===== src/rtl/uart_echo_buffer.sv =====
// UART echo buffer: received characters are queued in a FIFO and handed to the
// transmitter one at a time, optionally inserting LF after every CR.
`timescale 1ns/1ps
module uart_echo_buffer #(
   parameter int DATA_W       = 8,
   parameter int DEPTH        = 16,
   parameter int CRLF_EXPAND  = 0,
   parameter int BUSY_TIMEOUT = 15
) (
   input  logic                   CLK,
   input  logic                   RST,
   input  logic [DATA_W-1:0]      RX_DATA,
   input  logic                   RX_READY,
   input  logic                   TX_IDLE,
   input  logic                   CLR_OVF,
   output logic [DATA_W-1:0]      TX_DATA,
   output logic                   TX_START,
   output logic [$clog2(DEPTH):0] FIFO_COUNT,
   output logic                   OVERFLOW,
   output logic [7:0]             DROP_COUNT
);
   localparam int AW = $clog2(DEPTH);
   localparam int TW = (BUSY_TIMEOUT > 1) ? $clog2(BUSY_TIMEOUT) : 1;
   localparam logic [DATA_W-1:0] CR = DATA_W'(8'h0D);
   localparam logic [DATA_W-1:0] LF = DATA_W'(8'h0A);
   localparam logic [TW-1:0] TMR_LAST = TW'(BUSY_TIMEOUT - 1);

   typedef enum logic [2:0] {IDLE, ISSUE, WAIT_BUSY, WAIT_DONE, LF_ISSUE} state_t;

   state_t            state, state_nxt;
   logic [DATA_W-1:0] mem [DEPTH];
   logic [AW-1:0]     wr_ptr, rd_ptr;
   logic [AW:0]       count;
   logic [TW-1:0]     tmr;
   logic              last_cr;
   logic              full, push, pop, drop;

   // A full FIFO still accepts a character when the issue side pops in the same cycle.
   assign full = (count == (AW+1)'(DEPTH));
   assign pop  = (state == IDLE) && (count != '0) && TX_IDLE;
   assign push = RX_READY && (!full || pop);
   assign drop = RX_READY && full && !pop;

   assign FIFO_COUNT = count;

   always_ff @(posedge CLK) begin
      if (push) mem[wr_ptr] <= RX_DATA;
   end

   always_ff @(posedge CLK) begin
      if (RST) begin
         wr_ptr <= '0;
         rd_ptr <= '0;
         count  <= '0;
      end else begin
         if (push) wr_ptr <= wr_ptr + AW'(1);
         if (pop)  rd_ptr <= rd_ptr + AW'(1);
         case ({push, pop})
            2'b10:   count <= count + (AW+1)'(1);
            2'b01:   count <= count - (AW+1)'(1);
            default: count <= count;
         endcase
      end
   end

   // A drop in the same cycle as a clear restarts the tally at one.
   always_ff @(posedge CLK) begin
      if (RST) begin
         OVERFLOW   <= 1'b0;
         DROP_COUNT <= 8'd0;
      end else if (drop) begin
         OVERFLOW <= 1'b1;
         if (CLR_OVF)                 DROP_COUNT <= 8'd1;
         else if (DROP_COUNT != 8'hFF) DROP_COUNT <= DROP_COUNT + 8'd1;
      end else if (CLR_OVF) begin
         OVERFLOW   <= 1'b0;
         DROP_COUNT <= 8'd0;
      end
   end

   always_ff @(posedge CLK) begin
      if (RST) state <= IDLE;
      else     state <= state_nxt;
   end

   always_comb begin
      state_nxt = state;
      TX_START  = 1'b0;
      case (state)
         IDLE:      if (pop) state_nxt = ISSUE;
         ISSUE: begin
            TX_START  = 1'b1;
            state_nxt = WAIT_BUSY;
         end
         WAIT_BUSY: if (!TX_IDLE || (tmr == TMR_LAST)) state_nxt = WAIT_DONE;
         WAIT_DONE: if (TX_IDLE) state_nxt = ((CRLF_EXPAND != 0) && last_cr) ? LF_ISSUE : IDLE;
         LF_ISSUE:  state_nxt = ISSUE;
         default:   state_nxt = IDLE;
      endcase
   end

   // last_cr only remembers FIFO characters, so an inserted LF never chains.
   always_ff @(posedge CLK) begin
      if (RST) begin
         TX_DATA <= '0;
         last_cr <= 1'b0;
      end else if (pop) begin
         TX_DATA <= mem[rd_ptr];
         last_cr <= (mem[rd_ptr] == CR);
      end else if ((state == WAIT_DONE) && (state_nxt == LF_ISSUE)) begin
         TX_DATA <= LF;
         last_cr <= 1'b0;
      end
   end

   always_ff @(posedge CLK) begin
      if (state != WAIT_BUSY) tmr <= '0;
      else                    tmr <= tmr + TW'(1);
   end
endmodule


===== config.mk =====
export PLATFORM = sky130hd
export DESIGN_NAME = uart_echo_buffer
export DESIGN_NICKNAME = d
export VERILOG_FILES = /design/src/rtl/uart_echo_buffer.sv
export SDC_FILE = /design/constraint.sdc
export NUM_CORES = 1
export LEC_CHECK = 0
export ABC_AREA = 1
export CORE_ASPECT_RATIO = 2
export CORE_MARGIN = 5
export CORE_UTILIZATION = 60
export CTS_CLUSTER_DIAMETER = 120
export CTS_CLUSTER_SIZE = 25
export DETAILED_ROUTE_END_ITERATION = 12
export PLACE_DENSITY = 0.83
export SYNTH_ARGS = -nofsm -noshare
export SYNTH_HDL_FRONTEND = slang
export SYNTH_SLANG_ARGS = --single-unit

===== constraint.sdc =====
create_clock -name CLK -period 3.5 [get_ports CLK]
set_input_delay 0.7 -clock CLK [delete_from_list [all_inputs] [get_ports CLK]]
set_output_delay 0.7 -clock CLK [all_outputs]
set_load 0.005 [all_outputs]

-- After elaboration in Yosys (flattened, before gate mapping)
Memories as Yosys holds them, arrays and structs flattened. A register that Yosys moved wholly into a read port is not among the register bits.
Cells that the tools add are included.
- register bits after elaboration: 29
- memory bits (writable): 128
- word-level logic and storage cells: 57
- memories kept: 1
- add/sub/neg operators: 6
- equal/unequal tests: 11
- multiplexer cells: 14
- reductions and logical operators: 18
- memories (memory ; words ; bits a word ; rd ports ; clocked after memory_dff ; write ports ; RTL line ; RTL):
    mem ; 16 ; 8 ; 1 ; 1 ; 1 ; 31 ; logic [DATA_W-1:0] mem [DEPTH];
- operators by type and width (cell ; count):
    $mux W8 ; 4
    $pmux W3 S5 ; 1
    $add A4 B1 Y4 const B ; 3
    $pmux W5 S2 ; 1
    $mux W3 ; 3
    $add A8 B1 Y8 const B ; 1
    $ne A8 B8 Y1 const B ; 1
    $reduce_bool A2 Y1 ; 4
    $eq A3 B2 Y1 const B ; 2
    $eq A3 B3 Y1 const B ; 2
    $logic_and A1 B1 Y1 ; 6
    $add A5 B1 Y5 const B ; 1
    $eq A5 B5 Y1 const B ; 1
    $mux W1 ; 5
    $reduce_bool A5 Y1 ; 1
    $sub A5 B1 Y5 const B ; 1
    $eq A4 B4 Y1 const B ; 1
    $eq A3 B1 Y1 const B ; 1
    $logic_not A1 Y1 ; 3
    $logic_not A3 Y1 ; 1
    $ne A3 B2 Y1 const B ; 1
    $eq A2 B1 Y1 const B ; 1
    $eq A2 B2 Y1 const B ; 1
    $logic_or A1 B1 Y1 ; 2
    $reduce_and A2 Y1 ; 1

-- Logic depth before layout (Yosys ltp)
Gate-level depths: netlist of the first run.
- depth in word-level cells: 8
- gate-level depth with buffers: 14
- gate-level depth less buffers: 14

-- Worst setup path after synthesis of the first run
No wires, ideal clock.
- path type: input to register
- start point: input port TX_IDLE
- end point: register count[4], in the netlist FIFO_COUNT[4]
- setup time: 115 ps
- arrival time: 2017 ps
- data required time: 3385 ps
- setup slack: 1368 ps
- stages on the path: 11
- cells stage by stage: nand2_2 > nor2_8 > nand2_4 > inv_4 > nand2_2 > fa_1 > nand3b_1 > nand3_1 > nand2_1 > a21oi_1 > nor2_1
- word-level cells in the longest chain between the ends: 5
- RTL lines (element ; RTL line ; RTL):
    start, declared ; 14 ; input logic TX_IDLE,
    $logic_and A1 B1 Y1 (*) ; 40 ; assign pop = (state == IDLE) && (count != '0) && TX_IDLE;
    $logic_or A1 B1 Y1 ; 41 ; assign push = RX_READY && (!full || pop);
    $logic_and A1 B1 Y1 ; 41 ;
    $eq A2 B1 Y1 / $eq A2 B2 Y1 (equally long branches) ; 58 ; case ({push, pop})
    $pmux W5 S2 / $reduce_bool A2 Y1 (equally long branches) ; - ;
    end signal, assigned ; 59 ; 2'b10: count <= count + (AW+1)'(1);
    end signal, assigned ; 60 ; 2'b01: count <= count - (AW+1)'(1);
    end signal, assigned ; 61 ; default: count <= count;
    end, declared ; 33 ; logic [AW:0] count;
Mark *: on every way between the ends. The rest lies on a longest branch, timed or not.
A chain may end at the register's enable or synchronous reset.

-- Worst setup path after layout of the first run
- start point: input port TX_IDLE
- end point: memory mem[4][4], enable pin
- word-level cells in the longest chain between the ends: 5
- RTL lines (element ; RTL line ; RTL):
    $logic_and A1 B1 Y1 ; 40 ;
    $logic_or A1 B1 Y1 ; 41 ;
    $logic_and A1 B1 Y1 ; 41 ;
    $mux W1 ; 47 ; if (push) mem[wr_ptr] <= RX_DATA;
    $mux W1 (not written as such) ; 47 ;
    end, declared ; 31 ;
No other way between the ends.

==> results of run 1 <==
## power groups by stage
stage	registers, mW	clock network (mW)	logic [mW]
6_report	2.20	1.67	0.476
2_1_floorplan	2.22	0	0.305
3_5_place_dp	2.24	0	0.468
4_1_cts	2.20	1.68	0.470
3_3_place_gp	2.24	0	0.457
5_1_grt	2.21	1.78	0.521
## through the flow
stage	util, %	hold WS (ns)	cells
2_1_floorplan	-	0.430	782
3_3_place_gp	64.4	0.440	939
3_5_place_dp	64.4	0.448	939
4_1_cts	68.7	0.462	970
5_1_grt	68.7	0.479	970
6_report	68.7	0.461	970
## cell usage in the layout, fill, tap and decap left out, types with 2 or more instances in the layout
master and n:
nand2_2 7, a21oi_1 16, nor3_1 3, xor2_1 2
clkdlybuf4s50_1 35, edfxtp_1 128, clkinv_1 5, clkinv_4 2
inv_2 2, inv_6 4, ha_1 11, nand3b_1 2
dfxtp_1 36, xnor2_1 3, o21ai_0 19, nand3_1 112
inv_1 102, nand4_1 2, clkinvlp_4 5, clkbuf_16 17
nor2_1 82, nand2_1 207, nor2_8 2, buf_4 4
## state kept, by name (all words and copies together) (netlist names)
signal	count
tmr	4
TX_DATA	8
DROP_COUNT	8
wr_ptr	4
mem	128
state	3
OVERFLOW	1
FIFO_COUNT	5
rd_ptr	4
## cells by family after synthesis
kind of cell,synth area share [%]
simple gates,24.9
other cells,0.0506
fa+ha+maj,2.13
compound gates,2.69
xor+xnor,0.591
buf+inv,7.74
flops,61.9
## final timing paths
check	cells past startpoint	from	to	slack (ns)
max reg2reg	6	rd_ptr[2]$_SDFFE_PP0P_	TX_DATA[6]$_SDFFE_PP0P_	1.26
min reg2reg	1	tmr[0]$_SDFF_PN0_	tmr[0]$_SDFF_PN0_	0.46
max	7	TX_IDLE	mem[4][4]$_DFFE_PP_	0.87
min	1	tmr[0]$_SDFF_PN0_	tmr[0]$_SDFF_PN0_	0.46
## cell usage after synthesis, types with 2 or more instances
cell type  instances
a21oi_1           16
buf_1              2
buf_2             18
buf_4              3
buf_8              2
clkbuf_1           4
clkinv_1           3
dfxtp_1           37
edfxtp_1         128
ha_1              11
inv_1            102
inv_2              2
nand2_1          207
nand2_2            7
nand3_1          112
nand3b_1           2
nand4_1            2
nor2_1            82
nor2_8             2
nor3_1             3
o21ai_0           19
xnor2_1            3
xor2_1             2
## final cells by class
cell class	count	area (sq um)
Clock inverter	14	103
Sequential cell	165	4590
Timing Repair Buffer	39	380
Fill cell	899	3790
Multi-Input combinational cell	480	2250
Tap cell	147	184
Clock buffer	17	425
Inverter	108	408
## per-layer routing
layer / share of wire, % / global-route usage (%)
met5: 0 / 0
met4: 8.4 / 20.3
met3: 5.0 / 4.92
met2: 53 / 45.8
met1: 34 / 28.2
==> flow_summary.json, run 1 <==
{
  "crit_path_end_kind": "flip-flop",
  "final_cell_area_sq_um": 8330,
  "die_y_um": 167,
  "crit_type": "in -> reg",
  "synth_top_area_share_pct": 51.9,
  "gp_congestion": 0.939,
  "via_per_inst": 5.68,
  "cp.arrival_ns": 2.69,
  "crit_path_top_delay_cell": "nor2_1",
  "vdd_drop_max_v": 0.000346,
  "synth_warnings": 0,
  "worst_pin_slew_ns": 0.951,
  "antenna_violating_nets_post_route": 0,
  "area_growth_pct": 12.5,
  "p_per_area_nw_per_um2": 522,
  "path_max_fanout": 10,
  "worstHoldPathType": "reg -> reg",
  "die_area_sq_um": 14800,
  "cpMostUsedCell": "nor2_8",
  "setup_viol": 0,
  "cts_buffers": 17,
  "critPathTopFamily": "simple AND/OR/NAND/NOR gates",
  "syn_area_sq_um": 7410,
  "ys_async_sr_fraction_pct": 0,
  "post-route-period-util_pct": 75.1,
  "grt_util_all_layers_pct": 26.9,
  "drv_cap": 0,
  "power.switching_mw": 1.13,
  "switching_share_pct": 26.0,
  "path_clk_slew_ns": 0.06,
  "grt_pass1_wl_mm": 28.8,
  "antennaDiodeCount": 0,
  "yosysTopAreaCell": "edfxtp_1",
  "grt_pass1_vias": 5668,
  "dp_slack_ns": 0.433,
  "drtPass1Iterations": 7,
  "yosys-top-cells-area": "edfxtp_1, nand2_1, dfxtp_1",
  "tns_ns": 0,
  "die_w_um": 88.6,
  "maxSlewHeadroom_pct": 36.4,
  "wl_mm": 18.4,
  "cp_num_buf_inv": 1,
  "syn-num-nets": 807,
  "pin_count": 36,
  "placed_area_sq_um": 7810,
  "finalPower_mw": 4.35,
  "route.vias.total": 5514,
  "worstSetupStartpointType": "input port",
  "clock_sinks": 165,
  "drtIter0Drc": 566,
  "max_freq_mhz": 381,
  "cts_root_buffer": "clkbuf_16",
  "antenna_found_initial": 0,
  "synthCells": 782,
  "final_nets": 836,
  "clockPowerShare_pct": 38.4,
  "ys_types": 36,
  "grt_max_degree": 66,
  "hold_violations": 0,
  "grt.overflow.total": 0,
  "syn_avg_cell_area_sq_um": 9.47,
  "rows": 57,
  "min_period_ns": 2.63,
  "slew_viol_final": 0,
  "synth_seq_cells": 165,
  "critPathMaxStageDelay_ns": 0.58,
  "hpwl_mm": 12.7,
  "p_int_mw": 3.22,
  "drive_gt1_share_pct": 6.44,
  "cp_cell_sequence": "clkdlybuf4s50_1, nand2_2, nor2_8, nor2_8, nor2_4, nand2_1, nor2_1",
  "p_comb_share_pct": 10.9,
  "yosysSeqAreaShare_pct": 61.9,
  "cp.required_ns": 3.56,
  "cts_setup_buffers": 0,
  "portBuffers": 35,
  "worst_slack_ns": 0.873,
  "ctsHoldBuffers": 0,
  "status": "completed",
  "power_frac_seq_pct": 50.7,
  "initial_utilization_pct": 61.1,
  "synth_flop_cell": "edfxtp_1",
  "synth_edf_count": 128,
  "cts_tree": "done",
  "leakage_nw": 3.39,
  "drc": 0,
  "clock_latency_ns": 0.43,
  "wl_per_cell_um": 19.0,
  "rsz0062_at_grt": "false",
  "finClkSkew_ns": 0.00931,
  "cts_max_level": 4,
  "coreArea_sq_um": 12100,
  "cts-resized-gates": 0,
  "clock_path_buffers": 2
}
No activity file was read; power rests on OpenSTA's default activity.
==> run 2, diff against run 1 <==
CORE_UTILIZATION = 54   (was 60)
PLACE_DENSITY = 0.8   (was 0.83)
clock period = 2.2 ns   (was 3.5 ns; I/O delays follow)
==> flow_summary.json, run 2 (same netlist as run 1, synthesis figures left out) <==
{
  "cp_num_buf_inv": 2,
  "die_w_um": 92.8,
  "wl_mm": 17.6,
  "rows": 60,
  "finalPower_mw": 7.31,
  "layout.cells.most_common": "nand2_1",
  "area_growth_pct": 18.2,
  "fillCellCount": 1031,
  "setup_viol": 0,
  "layout_common_cells": "nand2_1, edfxtp_1, nand3_1",
  "clock_path_buffers": 2,
  "grt_pass1_vias": 5377,
  "worstSetupStartpointType": "flip-flop",
  "initial_utilization_pct": 55.1,
  "finClkSkew_ns": 0.0111,
  "power_frac_seq_pct": 47.7,
  "worstHoldPathType": "reg -> reg",
  "p_per_area_nw_per_um2": 835,
  "path_max_fanout": 3,
  "worst_pin_slew_ns": 0.689,
  "wl_per_cell_um": 17.3,
  "power.switching_mw": 1.78,
  "largest_reg_flops": 128,
  "crit_type": "reg -> out",
  "drive_gt1_share_pct": 11.1,
  "clock_sinks": 165,
  "post-route-period-util_pct": 92.8,
  "cts_buffers": 17,
  "clock_latency_ns": 0.42,
  "p_comb_share_pct": 11.3,
  "min_period_ns": 2.04,
  "gp_congestion": 0.990,
  "grt.overflow.total": 0,
  "maxSlewHeadroom_pct": 54.0,
  "crit_path_end_kind": "output port",
  "crit_path_top_delay_cell": "clkdlybuf4s50_1",
  "hold_violations": 0,
  "grt_max_degree": 67,
  "vdd_drop_max_v": 0.000599,
  "cts_root_buffer": "clkbuf_16",
  "drtIter0Drc": 695,
  "cts_max_level": 4,
  "cp_cell_sequence": "inv_1, nor3_1, clkdlybuf4s50_1",
  "via_per_inst": 5.55,
  "cp.arrival_ns": 1.60,
  "rsz0062_at_grt": "false",
  "drc": 0,
  "top_register": "mem",
  "leakage_nw": 3.64,
  "r2r_slack_ns": 0.22,
  "cts_tree": "done",
  "status": "completed",
  "grt_pass1_wl_mm": 27.2,
  "pin_count": 36,
  "cts_setup_buffers": 0,
  "route.vias.total": 5665,
  "drtPass1Iterations": 6,
  "antenna_found_initial": 0,
  "portBuffers": 35,
  "max_freq_mhz": 490,
  "drv_cap": 0,
  "clockPowerShare_pct": 41.0,
  "grt_util_all_layers_pct": 22.4,
  "worst_slack_ns": 0.158,
  "die_y_um": 176,
  "final_cell_area_sq_um": 8750,
  "slew_viol_final": 0,
  "reg_top3": "mem x128, DROP_COUNT x8, TX_DATA x8",
  "p_int_mw": 5.53,
  "critPathMaxStageDelay_ns": 0.56,
  "coreArea_sq_um": 13400,
  "die_area_sq_um": 16300,
  "fin_util_pct": 65.1,
  "critPathTopFamily": "buffers and inverters",
  "antennaDiodeCount": 0,
  "cts-resized-gates": 0,
  "switching_share_pct": 24.3,
  "tns_ns": 0,
  "antenna_violating_nets_post_route": 0,
  "path_clk_slew_ns": 0.06,
  "hpwl_mm": 11.9,
  "dp_slack_ns": -0.181,
  "ctsHoldBuffers": 0,
  "cp.required_ns": 1.76,
  "final_nets": 877,
  "placed_area_sq_um": 8150
}
[run 2: per-layer routing]
metal	part of all wire, %	vias up	GRT usage, %
li1	-	2678	-
met1	34	2595	23.0
met2	54	307	40.1
met3	6.4	85	4.54
met4	6.4	0	14.7
met5	0	-	0
[run 2: final timing paths]
| path | startpoint | endpoint | cells after the start |
|---|---|---|---|
| worst max-delay path | state[0]$_SDFF_PP0_ | TX_START | 3 |
| worst min-delay path | tmr[0]$_SDFF_PN0_ | tmr[0]$_SDFF_PN0_ | 1 |
| worst max register to register | FIFO_COUNT[1]$_SDFFE_PP0P_ | FIFO_COUNT[3]$_SDFFE_PP0P_ | 12 |
| worst min register to register | tmr[0]$_SDFF_PN0_ | tmr[0]$_SDFF_PN0_ | 1 |
[run 2: cell type report]
cell class,count,area (sq um),area share (%)
clock inverter,13,171,1.96
inverter,108,408,4.66
tap,155,194,2.22
timing repair buffer,80,713,8.15
clock buffer,19,433,4.95
multi-input combinational,480,2250,25.7
sequential,165,4590,52.4
[run 2: worst register-to-register path: stages (launching register included)]
cell and delay (ns):
dfxtp_1 0.36, nor2_1 0.19, nand3_1 0.15, nand2_4 0.10, inv_4 0.03, nand2_2 0.08, inv_1 0.08, ha_1 0.33
a21oi_1 0.17, nand2_1 0.08, xor2_1 0.14, nor2_1 0.10, nor2_1 0.06
[run 2: power by group through the flow]
stage               combinational [mW]  clock, mW  sequential [mW]
floorplan                        0.486          0             3.54
CTS                              0.818       3.03             3.49
detailed placement               0.812          0             3.55
global placement                 0.800          0             3.55
finish                           0.824       3.00             3.49
global route                     0.902       3.19             3.49
[run 2: through the flow]
stage / std cells / hold slack, ns
global route: 1020 / 0.506
floorplan: 782 / 0.430
finish: 1020 / 0.472
global placement: 988 / 0.450
CTS: 1020 / 0.475
detailed placement: 988 / 0.454
